==> src/rtl/ls_coef_solver_pkg.sv <==
// ============================================================================
// ls_coef_solver_pkg : constants, FSM states and saturating shift shared by
//                      the regression-path blocks (MAT_INV / XTY / solver).
// Rev 1.0
// ============================================================================
`default_nettype none

package ls_coef_solver_pkg;

  localparam int FRAC_DEF = 6;
  localparam int IW_DEF   = 32;
  localparam int YW_DEF   = 20;
  localparam int OW_DEF   = 32;
  localparam int ACC_W    = IW_DEF + YW_DEF + 1;

  localparam logic signed [ACC_W-1:0] SAT_MAX = {{(ACC_W-OW_DEF+1){1'b0}}, {(OW_DEF-1){1'b1}}};
  localparam logic signed [ACC_W-1:0] SAT_MIN = {{(ACC_W-OW_DEF+1){1'b1}}, {(OW_DEF-1){1'b0}}};

  typedef enum logic [1:0] {
    COLLECT = 2'd0,
    MAC     = 2'd1,
    OUT     = 2'd2
  } state_e;

  typedef struct packed {
    logic              sat;
    logic [OW_DEF-1:0] val;
  } sat_res_t;

  // Floor toward -inf (arithmetic shift), then clamp to signed OW range.
  function automatic sat_res_t sat_shift(input logic signed [ACC_W-1:0] acc, input int frac);
    logic signed [ACC_W-1:0] sh;
    sat_res_t                r;
    sh    = acc >>> frac;
    r.sat = 1'b0;
    if (sh > SAT_MAX) begin
      sh    = SAT_MAX;
      r.sat = 1'b1;
    end else if (sh < SAT_MIN) begin
      sh    = SAT_MIN;
      r.sat = 1'b1;
    end
    r.val = sh[OW_DEF-1:0];
    return r;
  endfunction

endpackage

`default_nettype wire

==> src/rtl/ls_coef_solver_fxp_mac.sv <==
// ============================================================================
// ls_coef_solver_fxp_mac : signed multiply-accumulate with registered
//                          accumulator and synchronous clear.
// Rev 1.0
// ============================================================================
`default_nettype none

module ls_coef_solver_fxp_mac #(
  parameter int IW = 32,
  parameter int YW = 20
) (
  input  logic                    clk,
  input  logic                    rst_n,
  input  logic                    clr_i,
  input  logic                    load_i,
  input  logic signed [IW-1:0]    a_i,
  input  logic signed [YW-1:0]    b_i,
  output logic signed [IW+YW:0]   sum_o
);

  localparam int PW = IW + YW;

  logic signed [PW-1:0] prod;
  logic signed [PW:0]   acc_q;

  assign prod  = PW'(a_i) * PW'(b_i);
  // sum_o is the post-step value; the top forms results from it directly.
  assign sum_o = acc_q + {prod[PW-1], prod};

  always_ff @(posedge clk) begin
    if (!rst_n) begin
      acc_q <= '0;
    end else if (clr_i) begin
      acc_q <= '0;
    end else if (load_i) begin
      acc_q <= sum_o;
    end
  end

endmodule

`default_nettype wire

==> src/rtl/ls_coef_solver.sv <==
// ============================================================================
// ls_coef_solver : beta = inv(X^T X) * (X^T Y) using one shared multiplier
//                  over a four-step MAC sequence.
// Rev 1.0
// ============================================================================
`default_nettype none

module ls_coef_solver
  import ls_coef_solver_pkg::*;
#(
  parameter int IW   = IW_DEF,
  parameter int YW   = YW_DEF,
  parameter int OW   = OW_DEF,
  parameter int FRAC = FRAC_DEF
) (
  input  logic          clk,
  input  logic          rst_n,
  input  logic          inv_valid,
  input  logic [IW-1:0] inv_a,
  input  logic [IW-1:0] inv_b,
  input  logic [IW-1:0] inv_c,
  input  logic          xty_valid,
  input  logic [YW-1:0] xty0,
  input  logic [YW-1:0] xty1,
  output logic          in_ready,
  output logic [OW-1:0] beta0,
  output logic [OW-1:0] beta1,
  output logic          sat,
  output logic          o_valid
);

  state_e        state_q;
  logic [1:0]    step_q;
  logic          inv_f_q, xty_f_q;
  logic          inv_f_d, xty_f_d;
  logic          go_d;
  logic [IW-1:0] a_q, b_q, c_q;
  logic [YW-1:0] y0_q, y1_q;
  logic [OW-1:0] beta0_q, beta1_q;
  logic          sat0_q, sat_q;
  logic          o_valid_q, in_ready_q;

  logic [IW-1:0]         mac_a;
  logic [YW-1:0]         mac_b;
  logic                  mac_clr, mac_load;
  logic signed [IW+YW:0] mac_sum;
  sat_res_t              res;

  always_comb begin
    inv_f_d = inv_f_q | inv_valid;
    xty_f_d = xty_f_q | xty_valid;
    go_d    = (state_q != MAC) && inv_f_d && xty_f_d;
    mac_a   = a_q;
    mac_b   = y0_q;
    case (step_q)
      2'd1: begin mac_a = b_q; mac_b = y1_q; end
      2'd2: begin mac_a = b_q; mac_b = y0_q; end
      2'd3: begin mac_a = c_q; mac_b = y1_q; end
      default: ;
    endcase
  end

  // Accumulator restarts after each beta so the two dot products stay independent.
  assign mac_load = (state_q == MAC);
  assign mac_clr  = go_d || ((state_q == MAC) && step_q[0]);
  assign res      = sat_shift(mac_sum, FRAC);

  ls_coef_solver_fxp_mac #(
    .IW (IW),
    .YW (YW)
  ) u_mac (
    .clk    (clk),
    .rst_n  (rst_n),
    .clr_i  (mac_clr),
    .load_i (mac_load),
    .a_i    (mac_a),
    .b_i    (mac_b),
    .sum_o  (mac_sum)
  );

  always_ff @(posedge clk) begin
    if (!rst_n) begin
      state_q    <= COLLECT;
      step_q     <= 2'd0;
      inv_f_q    <= 1'b0;
      xty_f_q    <= 1'b0;
      a_q        <= '0;
      b_q        <= '0;
      c_q        <= '0;
      y0_q       <= '0;
      y1_q       <= '0;
      beta0_q    <= '0;
      beta1_q    <= '0;
      sat0_q     <= 1'b0;
      sat_q      <= 1'b0;
      o_valid_q  <= 1'b0;
      in_ready_q <= 1'b1;
    end else begin
      case (state_q)
        COLLECT, OUT: begin
          // OUT also accepts operands, giving one result every five cycles.
          o_valid_q <= 1'b0;
          if (inv_valid) begin
            a_q <= inv_a;
            b_q <= inv_b;
            c_q <= inv_c;
          end
          if (xty_valid) begin
            y0_q <= xty0;
            y1_q <= xty1;
          end
          if (go_d) begin
            state_q    <= MAC;
            step_q     <= 2'd0;
            inv_f_q    <= 1'b0;
            xty_f_q    <= 1'b0;
            in_ready_q <= 1'b0;
          end else begin
            state_q    <= COLLECT;
            inv_f_q    <= inv_f_d;
            xty_f_q    <= xty_f_d;
            in_ready_q <= 1'b1;
          end
        end
        MAC: begin
          step_q <= step_q + 2'd1;
          if (step_q == 2'd1) begin
            beta0_q <= res.val;
            sat0_q  <= res.sat;
          end
          if (step_q == 2'd3) begin
            beta1_q    <= res.val;
            sat_q      <= sat0_q | res.sat;
            o_valid_q  <= 1'b1;
            in_ready_q <= 1'b1;
            state_q    <= OUT;
          end
        end
        default: state_q <= COLLECT;
      endcase
    end
  end

  assign in_ready = in_ready_q;
  assign beta0    = beta0_q;
  assign beta1    = beta1_q;
  assign sat      = sat_q;
  assign o_valid  = o_valid_q;

endmodule

`default_nettype wire
==> config.mk <==
export PLATFORM = sky130hd
export DESIGN_NAME = ls_coef_solver
export DESIGN_NICKNAME = d
export VERILOG_FILES = /design/src/rtl/ls_coef_solver_pkg.sv /design/src/rtl/ls_coef_solver_fxp_mac.sv /design/src/rtl/ls_coef_solver.sv
export SDC_FILE = /design/constraint.sdc
export NUM_CORES = 2
export LEC_CHECK = 0
export ABC_CLOCK_PERIOD_IN_PS = 16149
export BUFFER_PORTS_ARGS = -buffer_cell sky130_fd_sc_hd__buf_2
export CORE_UTILIZATION = 48
export DETAILED_ROUTE_END_ITERATION = 8
export PLACE_DENSITY = 0.68
export SLEW_MARGIN = 20
export SYNTH_ARGS = -nofsm -noshare
export SYNTH_HDL_FRONTEND = slang
export SYNTH_SLANG_ARGS = --single-unit
==> constraint.sdc <==
create_clock -name clk -period 16.15 [get_ports clk]
set_input_delay 3.23 -clock clk [delete_from_list [all_inputs] [get_ports clk]]
set_output_delay 3.23 -clock clk [all_outputs]
set_load 0.005 [all_outputs]
==> flow_metrics.py <==
metrics = {
    "clock_tree": {
        "cts_setup_buffers": 0,
        "cts-root-buf": "clkbuf_16",
        "htreeDepth": 1,
        "clk_latency_ps": 620,
        "clk_pin_slew_ps": 60,
        "hold_buffers": 0,
        "ctsResizeCount": 0,
        "cts_buffer_depth": 3,
        "clock_sinks": 263,
        "tritoncts": "yes",
        "cts_buffers": 31,
    },
    "power_and_ir_drop": {
        "peakVddDrop_mv": 0.0946,
        "leakage_nw": 18.5,
        "power_density_nw_per_um2": 82.7,
    },
    "setup_path": {
        "cp-startpoint": "step_q[0]",
        "rrSetupSlack_ps": 3230,
        "reg2reg_from": "step_q[0]",
        "path_delay_family": "adder cells",
        "crit_path_end_kind": "flip-flop",
        "arrival_ps": 13440,
        "rr_endpoint": "beta0[10]",
        "crit_buf_inv": 8,
        "cp.required_ps": 16670,
        "ff2ff_path_depth": 43,
        "critical_path_class": "flip-flop to flip-flop",
        "cp_slowest_cell": "o31ai_1",
        "critPathMaxStageDelay_ps": 620,
        "cp-start-kind": "flip-flop",
        "crit_fanout": 66,
        "crit_path_end": "beta0[10]",
        "cp.depth": 43,
    },
    "floorplanning": {
        "num_rows": 100,
        "dieArea_um2": 76300,
        "start_util": 0.485,
        "core_um2": 74400,
        "die_h_um": 276,
        "dieWidth_um": 276,
        "pin_count": 207,
    },
    "synthesis": {
        "synth_warnings": 0,
        "synth_fp_nets": 5309,
        "syn_avg_cell_area_um2": 8.31,
        "async_reset_ff_frac": 0,
        "synthTopCellsByArea": "fa_1 (35%), dfxtp_1 (15%), nand2_1 (8.3%)",
        "synth-edff-count": 0,
        "ys_seq_area_frac": 0.146,
        "synth_most_common_cell": "nand2_1",
        "synth_common_cells": "nand2_1 (796), inv_1 (768), fa_1 (637), nor2_1 (409), dfxtp_1 (263)",
        "syn_inst": 4344,
        "synth_top_area_cell": "fa_1",
        "synth.distinct_cells": 88,
        "synth_area_um2": 36100,
        "synth-seq-cells": 263,
        "synth_top_area_share": 0.353,
        "synth_flop_cell": "dfxtp_1",
    },
    "global_routing": {
        "grt_max_degree": 113,
        "grt_overflow": 0,
        "grt_first_pass_wirelength_um": 172000,
        "grt_pass1_vias": 30593,
        "antenna_found_initial": 2,
        "track_usage": 0.291,
    },
    "drt": {
        "routedWlPerCell_um": 20.4,
        "dr.pass1.iters": 8,
        "finalWirelength_um": 110000,
        "ant_nets": 0,
        "num_vias": 30110,
        "drtIter0Drc": 2246,
        "viasPerCell": 5.56,
        "drc": 0,
    },
    "final_layout": {
        "drive_gt1_frac": 0.0935,
        "area_delta_synth_final_pct": 8.24,
        "layout.nets": 5390,
        "antenna_cells": 0,
    },
    "timing": {
        "post-route-min-period_ps": 12920,
        "setup_viol": 0,
        "hold_viol": 0,
        "setup-tns-final_ps": 0,
        "hold_slack_ps": 458,
        "clock-skew-final_ps": 29.2,
        "clock.fmax_mhz": 77.4,
        "period_share": 0.800,
        "rsz0062_at_grt": "no",
        "maxSlewHeadroom": 0.218,
        "report.final.slew_viol_count": 0,
        "tightest_slew_ps": 1160,
    },
    "placed_design": {
        "portBuffers": 206,
        "gp_congestion": 0.970,
        "dp_hpwl_um": 88200,
    },
    "min_path": {
        "hold_path_depth": 2,
        "hold_path.class": "flip-flop to flip-flop",
        "min_from": "u_mac.acc_q[3]",
    },
    "status": {
        "outcome": "finished clean",
    },
    "flow_run": {
        "maxCapViolCount": 0,
    },
}
==> registers in the layout, indices dropped and copies added (netlist names), 2 cells and up <==
name	flops
beta1	32
c_q	32
state_q	2
b_q	32
y1_q	20
u_mac.acc_q	53
step_q	2
a_q	32
y0_q	20
beta0	32
==> metrics by stage <==
| stage | setup slack [ps] | power [mW] | cell area (µm²) | utilization | std cells |
|---|---|---|---|---|---|
| global placement | 3320 | 2.49 | 38000 | 0.510 | 5360 |
| finish | 3230 | 3.23 | 39100 | 0.525 | 5418 |
| CTS | 2980 | 3.24 | 39000 | 0.524 | 5417 |
| global route | 2300 | 3.45 | 39100 | 0.525 | 5418 |
| floorplan | 4910 | 1.99 | 36100 | - | 4344 |
| detailed placement | 3040 | 2.50 | 38000 | 0.510 | 5360 |
==> cell families (layout without fill, tap and decap cells) <==
| group | after synthesis | in the layout | synth area share |
|---|---|---|---|
| buf+inv | 983 | 1088 | 0.104 |
| simple gates | 1383 | 1383 | 0.157 |
| xor+xnor | 100 | 100 | 0.0247 |
| compound gates | 751 | 751 | 0.139 |
| flops | 263 | 263 | 0.146 |
| fa+ha+maj | 825 | 825 | 0.418 |
| mux | 39 | 39 | 0.0114 |
==> cell type report <==
| type | instances | area (µm²) |
|---|---|---|
| clock inverter | 18 | 179 |
| inverter | 769 | 2890 |
| tap | 969 | 1210 |
| timing repair buffer | 262 | 1470 |
| clock buffer | 39 | 856 |
| fill | 7032 | 35400 |
| sequential | 263 | 5270 |
| multi-input combinational | 3098 | 27200 |
==> worst register-to-register path, delay by kind of cell (launching register included) <==
kind	cells	cell delay, ps
AOI/OAI and AO/OA	14	3670
xor gates and xnor gates	1	210
adders and majority gates	10	4630
buffers and inverters	8	1040
DFF	1	360
and+or+nand+nor	10	2950
==> cell usage in the layout, fill, tap and decap left out, types with 6 or more instances in the layout <==
cell and n:
a211o_1 7, fa_1 637, a31oi_1 8, a22oi_1 35, xor2_1 39, nand2_1 796, xnor2_1 60, buf_4 56
o211ai_1 15, a21o_1 41, o31ai_1 6, mux2i_2 8, nand3_1 41, nand4_1 16, inv_6 6, nor2b_1 10
a21oi_2 26, and3_1 16, inv_1 768, buf_2 205, ha_1 186, nor3b_1 7, a211oi_1 26, and2_1 16
a21boi_0 140, nor3_1 20, nor2_1 408, a21oi_1 165, dfxtp_1 263, o21bai_1 18, or2_2 6, o21a_1 45
nand2b_1 13, mux2i_1 10, o21ai_1 25, a221oi_1 7, clkbuf_16 31, mux2_2 18, o21ai_0 139, a31o_2 6
==> power by group <==
group          switching, mW  internal (mW)  total (mW)  leakage, nW
clock                  0.314          0.410       0.723        0.509
sequential            0.0289          0.689       0.718         2.15
combinational           1.18          0.609        1.79         15.9
total                   1.52           1.71        3.23         18.5
==> metal layers <==
metal | track usage | share of wire
met5 | 0 | 0.00017
met4 | 0.139 | 0.054
met3 | 0.0359 | 0.068
met2 | 0.480 | 0.47
met1 | 0.380 | 0.40
==> how the worst min path moves through the flow <==
stage / slack (ps) / end
after floorplan: 440 / u_mac.acc_q[4]
after global placement: 440 / u_mac.acc_q[3]
after detailed placement: 450 / u_mac.acc_q[43]
after CTS: 460 / u_mac.acc_q[43]
after global routing: 480 / u_mac.acc_q[12]
final: 460 / u_mac.acc_q[3]
(Power assumes the default switching activity.)
